<file path="config.mk">
export PLATFORM = sky130hd
export DESIGN_NAME = soc_system_hps_pio_in_irq
export DESIGN_NICKNAME = d
export VERILOG_FILES = /design/src/rtl/soc_system_pio_pkg.sv /design/src/rtl/soc_system_pio_bit_filter.sv /design/src/rtl/soc_system_hps_pio_in_irq.sv
export SDC_FILE = /design/constraint.sdc
export NUM_CORES = 1
export LEC_CHECK = 0
export CORE_ASPECT_RATIO = 1.75
export CORE_MARGIN = 5
export CORE_UTILIZATION = 45
export CTS_CLUSTER_DIAMETER = 200
export DETAILED_ROUTE_END_ITERATION = 10
export DONT_BUFFER_PORTS = 1
export HOLD_SLACK_MARGIN = 0.08
export PLACE_DENSITY = 0.61
export SETUP_SLACK_MARGIN = 0.1
export SYNTH_ARGS = -nofsm -noshare
export SYNTH_HDL_FRONTEND = slang
export SYNTH_HIERARCHICAL = 1
export SYNTH_SLANG_ARGS = --single-unit
</file>
<file path="constraint.sdc">
create_clock -name clk -period 2.3 [get_ports clk]
set_input_delay 0 -clock clk [delete_from_list [all_inputs] [get_ports clk]]
set_output_delay 0 -clock clk [all_outputs]
set_load 0.05 [all_outputs]
</file>
<file path="src/rtl/soc_system_pio_pkg.sv">
// Shared register map and edge-polarity encodings for the HPS input PIO blocks.
package soc_system_pio_pkg;

    typedef enum logic [1:0] {
        PIO_ADDR_DATA    = 2'd0,
        PIO_ADDR_RSVD    = 2'd1,
        PIO_ADDR_IRQMASK = 2'd2,
        PIO_ADDR_EDGECAP = 2'd3
    } pio_addr_e;

    localparam int unsigned EDGE_ANY  = 0;
    localparam int unsigned EDGE_RISE = 1;
    localparam int unsigned EDGE_FALL = 2;

endpackage

</file>
<file path="src/rtl/soc_system_pio_bit_filter.sv">
// One input bit: synchroniser chain followed by an optional stable-count debouncer.
module soc_system_pio_bit_filter #(
    parameter int unsigned SYNC_STAGES     = 2,
    parameter int unsigned DEBOUNCE_CYCLES = 0
) (
    input  logic clk,
    input  logic reset_n,
    input  logic din,
    output logic filt
);

    logic [SYNC_STAGES-1:0] sync_q;
    logic                   s_out;

    always_ff @(posedge clk or negedge reset_n) begin
        if (!reset_n) begin
            sync_q <= '0;
        end else begin
            sync_q <= {sync_q[SYNC_STAGES-2:0], din};
        end
    end

    assign s_out = sync_q[SYNC_STAGES-1];

    generate
        if (DEBOUNCE_CYCLES == 0) begin : g_bypass
            assign filt = s_out;
        end else begin : g_debounce
            localparam int unsigned CW = (DEBOUNCE_CYCLES > 1) ? $clog2(DEBOUNCE_CYCLES) : 1;
            localparam logic [CW-1:0] CNT_MAX = CW'(DEBOUNCE_CYCLES - 1);

            logic [CW-1:0] cnt;
            logic          filt_q;

            // Counter only runs while the synchronised input disagrees with the accepted value.
            always_ff @(posedge clk or negedge reset_n) begin
                if (!reset_n) begin
                    cnt    <= '0;
                    filt_q <= 1'b0;
                end else if (s_out == filt_q) begin
                    cnt <= '0;
                end else if (cnt == CNT_MAX) begin
                    filt_q <= s_out;
                    cnt    <= '0;
                end else begin
                    cnt <= cnt + 1'b1;
                end
            end

            assign filt = filt_q;
        end
    endgenerate

endmodule

</file>
<file path="src/rtl/soc_system_hps_pio_in_irq.sv">
// Avalon-MM input PIO: filtered inputs, sticky edge capture and a maskable level IRQ.
module soc_system_hps_pio_in_irq
    import soc_system_pio_pkg::*;
#(
    parameter int unsigned WIDTH           = 16,
    parameter int unsigned SYNC_STAGES     = 2,
    parameter int unsigned EDGE_TYPE       = 0,
    parameter int unsigned DEBOUNCE_CYCLES = 0,
    parameter int unsigned BIT_CLEAR_MODE  = 1
) (
    input  logic             clk,
    input  logic             reset_n,
    input  logic [1:0]       address,
    input  logic             chipselect,
    input  logic             write_n,
    input  logic [31:0]      writedata,
    output logic [31:0]      readdata,
    input  logic [WIDTH-1:0] in_port,
    output logic             irq
);

    logic [WIDTH-1:0] filt;
    logic [WIDTH-1:0] prev;
    logic [WIDTH-1:0] edges;
    logic [WIDTH-1:0] clear_vec;
    logic [WIDTH-1:0] irq_mask;
    logic [WIDTH-1:0] edge_capture;
    logic [31:0]      rd_next;
    logic             wr;
    logic             unused_wdata;

    assign wr           = chipselect & ~write_n;
    assign unused_wdata = ^writedata;

    for (genvar i = 0; i < WIDTH; i++) begin : g_bit
        soc_system_pio_bit_filter #(
            .SYNC_STAGES    (SYNC_STAGES),
            .DEBOUNCE_CYCLES(DEBOUNCE_CYCLES)
        ) u_filter (
            .clk    (clk),
            .reset_n(reset_n),
            .din    (in_port[i]),
            .filt   (filt[i])
        );
    end

    always_comb begin
        edges = '0;
        case (EDGE_TYPE)
            EDGE_RISE: edges = filt & ~prev;
            EDGE_FALL: edges = ~filt & prev;
            default:   edges = filt ^ prev;
        endcase
    end

    always_comb begin
        clear_vec = '0;
        if (wr && address == PIO_ADDR_EDGECAP) begin
            clear_vec = (BIT_CLEAR_MODE != 0) ? writedata[WIDTH-1:0] : '1;
        end
    end

    always_comb begin
        rd_next = '0;
        case (pio_addr_e'(address))
            PIO_ADDR_DATA:    rd_next[WIDTH-1:0] = filt;
            PIO_ADDR_IRQMASK: rd_next[WIDTH-1:0] = irq_mask;
            PIO_ADDR_EDGECAP: rd_next[WIDTH-1:0] = edge_capture;
            PIO_ADDR_RSVD:    rd_next = '0;
        endcase
    end

    // New edges are OR-ed in after the clear so a coincident write cannot lose an event.
    always_ff @(posedge clk or negedge reset_n) begin
        if (!reset_n) begin
            prev         <= '0;
            irq_mask     <= '0;
            edge_capture <= '0;
            readdata     <= '0;
        end else begin
            prev         <= filt;
            edge_capture <= edges | (edge_capture & ~clear_vec);
            readdata     <= rd_next;
            if (wr && address == PIO_ADDR_IRQMASK) begin
                irq_mask <= writedata[WIDTH-1:0];
            end
        end
    end

    assign irq = |(edge_capture & irq_mask);

endmodule
</file>
### Yosys cells after proc, flatten, opt, wreduce, memory -nomap -nowiden

Index checks and enable logic that the tools add are counted.

| word-level totals | value |
|---|---|
| bits in registers | 96 |
| bits of input ports | 54 |
| output and inout bits | 33 |
| word-level logic and storage cells | 36 |

| operators by class | value |
|---|---|
| equal/unequal tests | 3 |
| muxes and demuxes | 2 |
| bitwise logic cells | 7 |
| reductions and logical operators | 4 |

Operator list:

| kind | count |
|---|---|
| 16-bit case mux with 4 select lines | 1 |
| 16-bit AND | 2 |
| 16-bit 2-to-1 mux | 1 |
| 16-bit inverter | 1 |
| 16-bit bitwise OR | 1 |
| 16-bit OR reduction | 1 |
| 16-bit bitwise XOR | 1 |
| 2-bit equality test (second input constant) | 2 |
| 2-bit by 1-bit equality test with 1-bit output (second input constant) | 1 |
| 1-bit logical AND | 2 |
| 2-bit zero test | 1 |
| 1-bit AND | 1 |
| 1-bit inverter | 1 |

### Logic depth before layout (Yosys ltp)

Gate-level depths: netlist of run 1.

| depth | value |
|---|---|
| word-level depth | 7 |
| depth in mapped cells | 6 |
| gate-level depth less buffers | 3 |

### By module

The synthesis of run 1 kept the hierarchy.

Modules (own cells, without submodules):

| module | times used | cells an instance | area each (µm²) | seq. area each (µm²) |
|---|---|---|---|---|
| soc_system_hps_pio_in_irq | 1 | 214 | 2765.2 | 1601.5 |
| soc_system_pio_bit_filter | 16 | 2 | 50.0 | 50.0 |

### Worst setup path after synthesis of run 1

Ideal clock, no wire load.

| timing path | value |
|---|---|
| path type | flip-flop to output port |
| start point | register irq_mask[7] |
| end point | output irq |
| arrival time | 1.304 ns |
| required time | 2.300 ns |
| setup slack | 0.996 ns |
| stages on the path, launching flop included | 4 |
| path buffers | 0 |
| cells stage by stage | dfrtp_1 -> a22o_1 -> a221oi_1 -> nand4_1 |

| between the ends | value |
|---|---|
| cells in the longest elaborated chain, start to end | 2 |

Ends and longest elaborated chain:

| element | RTL line | source |
|---|---|---|
| from (decl) | soc_system_hps_pio_in_irq.sv:26 | `logic [WIDTH-1:0] irq_mask;` |
| from (signal assigned) | soc_system_hps_pio_in_irq.sv:85 | `irq_mask <= writedata[WIDTH-1:0];` |
| 16-bit AND | soc_system_hps_pio_in_irq.sv:90 | `assign irq = \|(edge_capture & irq_mask);` |
| 16-bit OR reduction | soc_system_hps_pio_in_irq.sv:90 |  |
| to (decl) | soc_system_hps_pio_in_irq.sv:19 | `output logic irq` |

Every way passes these cells.

### Worst setup path in the final report of run 1

Same ends and word-level chain as after synthesis.

==> out/results.tsv, run 1 <==
stage	metric	value	unit
synthesis	yosysSeqAreaShare	67.4	%
floorplanning	die_x	77.3	um
sta	slew_viol_final	0	
setup_path	path_cells	a22o_1, a221oi_1, nand4_1, buf_4	
grt	grt_max_degree	97	
floorplanning	ioPinCount	87	
synthesis	yosys.area_share.adder	0	%
synthesis	synth_top_family_by_area	multiplexers	
pwr	pwr-share-comb	8.5	%
synthesis	syn_area_per_cell	14.5	um^2
cts	numCtsBuffers	9	
synthesis	ys_seq_elements	96	
grt	grt_usage	14.6	%
setup_path	path_max_fanout	3	
synthesis	synthXorXnorAreaFrac	3.93	%
floorplanning	fp.coreArea	7860	um^2
cts	worstSkewPairLatency	0.34	ns
grt	grt-ovfl-total	0	
layout	nNetsFinal	338	
pwr	swShare	24.1	%
cts	cts_tree	built	
routing	drc	0	
sta	fmax	592	MHz
setup_path	crit_arrival	1.69	ns
floorplanning	die_area	9870	um^2
sta	tightest_slew	1.04	ns
sta	setup_viol	0	
synthesis	netlist_area	3570	um^2
grt	grt_pass1_wl	10.9	mm
grt	grt_pass1_vias	2036	
sta	finalHoldViolCount	96	
pwr	p_int	0.00302	W
sta	fin_tns_setup	0	ns
setup_path	crit_slowest_cell	dfrtp_1	
cts	cts_resized	0	
place	gp_congestion	0.768	
synthesis	syn_inst	246	
pwr	seqPwrFrac	51.3	%
routing	wl	6.55	mm
layout	multi_input_area	1020	um^2
pwr	power_frac_clock	40.2	%
routing	avgViaCountPerCell	5.07	
place	post_dp_cell_area	3550	um^2
place	post-dp-hpwl	3.96	mm
setup_path	worst_setup_path_end_kind	primary output	
setup_path	cp_data_required_time	2.30	ns
sta	grt_setup_unrepaired	no	
outcome	violations	hold timing	
cts	post_cts_buffers	0	
routing	initialDrtViolationCount	160	
layout	final_common_cell	dfrtp_1	
routing	drtAntennaViolNets	0	
sta	fin_crit	1.69	ns
pwr	switching_power	0.000959	W
floorplanning	num_rows	43	
setup_path	cp_top_family	compound AO/OA/AOI/OAI gates	
pwr	finalPower	0.00398	W
layout	final_cell_area	4220	um^2
pwr	powerDensity	943	nW/um^2
sta	finalCritPeriodShare	73.5	%
cts	cts_hold_buf	35	
sta	fin_hold_ws	-0.645	ns
routing	vias	1916	
run	cap_violations	0	
synthesis	ys_warn_count	6	
layout	drive_gt1_share	11.5	%
cts	htreeDepth	3	
cts	clk_pin_slew	0.07	ns
cts	cts_max_path_buffers	2	
cts	cts_sinks	96	
routing	firstDrtPassIters	4	
grt	antenna_found_initial	0	
cts	clock-root-buffer	clkbuf_16	
synthesis	yosys-mux-area-fraction	10.6	%
pwr	p_leak	1.85	nW
sta	relSlewSlack	30.1	%
layout	register_area	2400	um^2
outcome	status	complete, but fails checks	
layout	diodes	0	
place	port_buffers	0	
layout	fill_cells	646	
synthesis	synthSimpleGateAreaFrac	4.70	%
floorplanning	fp.dieH	128	um
sta	skew	0.00772	ns
pwr	ir_drop	0.448	mV
synthesis	synth_cell_types	22	
setup_path	cp-start-kind	flop	
floorplanning	start_util	45.4	%
synthesis	synth-compound-area-share	7.58	%
setup_path	max_stage_delay	0.40	ns
layout	syn_to_final_growth	18.3	%
layout	layout_common_cells	96 x dfrtp_1, 35 x dlygate4sd3_1, 32 x nand2_1	
setup_path	crit_buf_inv	1	
worst_hold_path	hold_path_class	input port to async pin	
routing	routedWlPerCell	17.3	um
setup_path	critPathKind	flop to primary output	
## power by group through the flow
stage	combinational [W]	sequential, W	clock [W]
3_3_place_gp	0.000266	0.00207	0
2_1_floorplan	0.000279	0.00205	0
5_1_grt	0.000369	0.00206	0.00172
4_1_cts	0.000340	0.00204	0.00163
6_report	0.000338	0.00204	0.00160
3_5_place_dp	0.000274	0.00208	0
## worst reg2reg max path, stage by stage, from the launching register on
cell and delay, ns:
dfrtp_1 0.41, mux2i_1 0.13, o21ai_0 0.08, dlygate4sd3_1 0.58
## cell families (layout without fill, tap and decap cells)
family	after synthesis	after routing
simple gates	36	36
mux	32	32
buf+inv	25	52
flops	96	96
other cells	1	16
compound gates	40	40
xor+xnor	16	16
## per-layer routing
metal	vias to the layer above	share of wire, %	global-route usage [%]
met5	-	0	0
met4	0	2.2	6.38
met3	10	6.1	5.63
met2	60	50	22.9
met1	973	42	17.7
li1	873	-	-
## synth_stat cells, drive strengths merged
cell / number / area share, %
mux2: 16 / 6.1
and2: 1 / 0.18
buf: 23 / 5.5
o21ai: 16 / 2.2
xor2: 16 / 3.9
a22o: 4 / 0.98
clkbuf: 2 / 0.25
dfrtp: 96 / 67
a21o: 16 / 3.4
conb: 1 / 0.11
nand2: 32 / 3.4
mux2i: 16 / 4.5
nor4bb: 1 / 0.70
and4b: 1 / 0.28
nand4: 1 / 0.18
a221oi: 4 / 0.98
## stage by stage
step	worst slack, ns	cells	hold WS (ns)	util [%]
finish	0.610	378	-0.645	53.7
CTS	0.574	378	-0.661	53.7
detailed placement	0.950	328	-0.293	45.1
floorplan	0.996	261	-0.296	-
global route	0.526	378	-0.671	53.7
global placement	0.925	328	-0.293	45.1
## path summary, 6_finish.rpt
| kind | startpoint | endpoint | slack (ns) | depth (start not counted) |
|---|---|---|---|---|
| min reg2reg | g_bit[7].u_filter/sync_q[0] | g_bit[7].u_filter/sync_q[1] | 0.35 | 0 |
| max | irq_mask[7] | irq | 0.61 | 4 |
| min in group clk | write_n | irq_mask[13] | 0.16 | 3 |
| max reg2reg | g_bit[1].u_filter/sync_q[1] | readdata[1] | 0.99 | 3 |
| max in group asynchronous | reset_n | g_bit[1].u_filter/sync_q[0] | 2.77 | 0 |
| min | reset_n | g_bit[10].u_filter/sync_q[0] | -0.64 | 0 |
## registers in the layout, indices dropped and copies added, names as in the netlist
name	cells
edge_capture	16
g_bit.u_filter/sync_q	32
irq_mask	16
prev	16
readdata	16
## area by class of cell
class	instances	share of cell area, %
sequential	96	57.0
multi-input combinational	140	24.1
timing repair buffer	37	8.66
clock buffer	12	6.08
tap	90	2.67
clock inverter	3	1.54
Note: power is estimated with default switching activity, not from simulation.
==> run 2: changes to the inputs <==
Settings changed: ABC_AREA set to 1.
Clock period 2.3 ns to 1.8 ns, I/O delays scaled along.
==> run 2 against run 1 <==
Net effect:
- the run still ends with hold timing left
- hold slack gained 0.0054 ns
- final cell count up 21%
- die area about the same
- routed wire length decreased by 2.3%
- non-clock buffer count shrank 1
- combinational power is 28% higher
==> out/results.tsv, run 2 <==
stage	metric	value	unit
grt	grt_max_degree	97	
cts	cts_max_path_buffers	2	
grt	grt_pass1_wl	11.0	mm
setup_path	cp-start-kind	flop	
setup_path	cp_data_required_time	1.80	ns
pwr	ir_drop	0.491	mV
floorplanning	ioPinCount	87	
synthesis	ys_seq_elements	96	
setup_path	crit_slowest_cell	dfrtp_1	
setup_path	cpMostUsedCell	nand2_1	
synthesis	yosys.area_share.adder	0	%
place	gp_congestion	0.741	
place	post-dp-hpwl	3.95	mm
setup_path	critPathKind	flop to primary output	
grt	antenna_found_initial	0	
sta	fin_hold_ws	-0.640	ns
sta	fmax	715	MHz
routing	drc	0	
run	cap_violations	0	
synthesis	synth_top_area_share	67.4	%
floorplanning	fp.coreArea	7860	um^2
synthesis	syn_area_per_cell	11.0	um^2
synthesis	synth_edf_count	0	
layout	final_cells	458	
cts	cts_resized	0	
synthesis	synth_area_leaders	dfrtp_1 67%, nand2_1 11%, o21ai_2 3.9%	
synthesis	synthSimpleGateAreaFrac	14.9	%
routing	routedWlPerCell	14.0	um
synthesis	synth_top_cell_by_area	dfrtp_1	
synthesis	syn_inst	324	
synthesis	netlist_area	3560	um^2
cts	cts_sinks	96	
setup_path	crit_arrival	1.40	ns
cts	numCtsBuffers	9	
routing	vias	2154	
synthesis	yosys-top-cells-count	107 x nand2_1, 96 x dfrtp_1, 24 x inv_1, 18 x buf_4	
layout	final_common_cell	nand2_1	
floorplanning	num_rows	43	
sta	finalCritPeriodShare	77.7	%
sta	finalHoldViolCount	96	
grt	grt_pass1_vias	2205	
cts	clk_pin_slew	0.06	ns
layout	diodes	0	
sta	grt_setup_unrepaired	no	
floorplanning	start_util	45.4	%
layout	layout_common_cells	107 x nand2_1, 96 x dfrtp_1, 34 x dlygate4sd3_1, 24 x inv_1	
place	dp_cells	408	
floorplanning	die_area	9870	um^2
outcome	violations	hold timing	
cts	cts_tree	built	
sta	setup_viol	0	
sta	slew_viol_final	0	
routing	avgViaCountPerCell	4.70	
sta	tightest_slew	0.650	ns
cts	post_cts_buffers	0	
synthesis	synth_ff_type	dfrtp_1	
worst_hold_path	hold_path_class	input port to async pin	
layout	nNetsFinal	417	
setup_path	cp_top_family	simple AND/OR/NAND/NOR gates	
cts	worstSkewPairLatency	0.33	ns
synthesis	synth-compound-area-share	6.18	%
cts	htreeDepth	3	
synthesis	synthXorXnorAreaFrac	3.93	%
setup_path	path_cells	nand2_1, nand2_1, inv_1, nand2_1, nor2_1, nand2_1	
layout	register_area	2400	um^2
setup_path	path_max_fanout	3	
layout	top_register	g_bit.u_filter/sync_q	
layout	multi_input_area	952	um^2
setup_path	crit_buf_inv	1	
pwr	powerDensity	1180	nW/um^2
outcome	status	complete, but fails checks	
sta	fin_crit	1.40	ns
synthesis	ys_warn_count	6	
layout	fill_cells	698	
routing	firstDrtPassIters	4	
layout	drive_gt1_share	9.51	%
grt	grt_usage	14.5	%
synthesis	synth_top_family_by_area	simple AND/OR/NAND/NOR gates	
layout	syn_to_final_growth	18.7	%
sta	relSlewSlack	56.5	%
cts	clock-root-buffer	clkbuf_16	
routing	initialDrtViolationCount	98	
place	port_buffers	0	
sta	skew	0.00468	ns
synthesis	yosysSeqAreaShare	67.4	%
setup_path	worst_setup_path_end_kind	primary output	
synthesis	synthArstFlopShare	100	%
setup_path	max_stage_delay	0.40	ns
synthesis	synth_cell_types	18	
floorplanning	die_x	77.3	um
grt	grt-ovfl-total	0	
cts	cts_hold_buf	34	
synthesis	yosys-mux-area-fraction	0	%
pwr	p_leak	1.99	nW
floorplanning	fp.dieH	128	um
routing	drtAntennaViolNets	0	
routing	wl	6.40	mm
sta	fin_tns_setup	0	ns
layout	largest_register_ff_count	32	
synthesis	synth_most_common_cell	nand2_1	
-- run 2: cell types whose count changed after synthesis, sizes merged, moves of 16 or more --
cell,change
xor2,-16
mux2i,-16
a21o,-16
xnor2,+16
nand2,+77
o21ai,+16
mux2,-16
inv,+25
nand3,+16
-- run 2: worst paths after layout --
kind / end / depth (start not counted) / slack, ns / from
min in group clk: readdata[15] / 4 / 0.10 / address[0]
worst min-delay path: readdata[15] / 0 / -0.64 / reset_n
worst max-delay path: irq / 6 / 0.40 / edge_capture[14]
max in group asynchronous: g_bit[5].u_filter/sync_q[0] / 0 / 2.31 / reset_n
worst min register to register: g_bit[13].u_filter/sync_q[1] / 0 / 0.35 / g_bit[13].u_filter/sync_q[0]
worst max register to register: edge_capture[3] / 2 / 1.04 / g_bit[3].u_filter/sync_q[1]
-- run 2: stage by stage --
step,total power [W],area [um^2],utilization (%),setup slack [ns]
detailed placement,0.00299,3580,45.5,0.655
global route,0.00524,4230,53.9,0.279
floorplan,0.00293,3620,-,0.866
global placement,0.00298,3580,45.5,0.687
finish,0.00499,4230,53.9,0.402
CTS,0.00506,4230,53.9,0.358
-- run 2: layout make-up --
class / count / share of cell area, %
Clock buffer: 13 / 5.91
Clock inverter: 3 / 1.54
Inverter: 25 / 2.22
Multi-Input combinational cell: 195 / 22.5
Sequential cell: 96 / 56.8
Tap cell: 90 / 2.66
Timing Repair Buffer: 36 / 8.40
-- run 2: report_power, final --
part / internal [W] / total [W] / switching [W]
Combinational: 0.000178 / 0.000433 / 0.000255
Clock: 0.00125 / 0.00199 / 0.000737
Sequential: 0.00233 / 0.00257 / 0.000241
-- run 2: cell families after synthesis --
family / count (synthesis)
compound gates: 32
xor+xnor: 16
buf+inv: 48
flops: 96
other cells: 1
simple gates: 131
-- run 2: per-layer routing --
metal	vias up	share of wire (%)	GRT usage, %
met5	-	0	0
met4	0	2.7	7.29
met3	16	5.3	4.15
met2	53	50	22.9
met1	1040	42	18.2
li1	1045	-	-
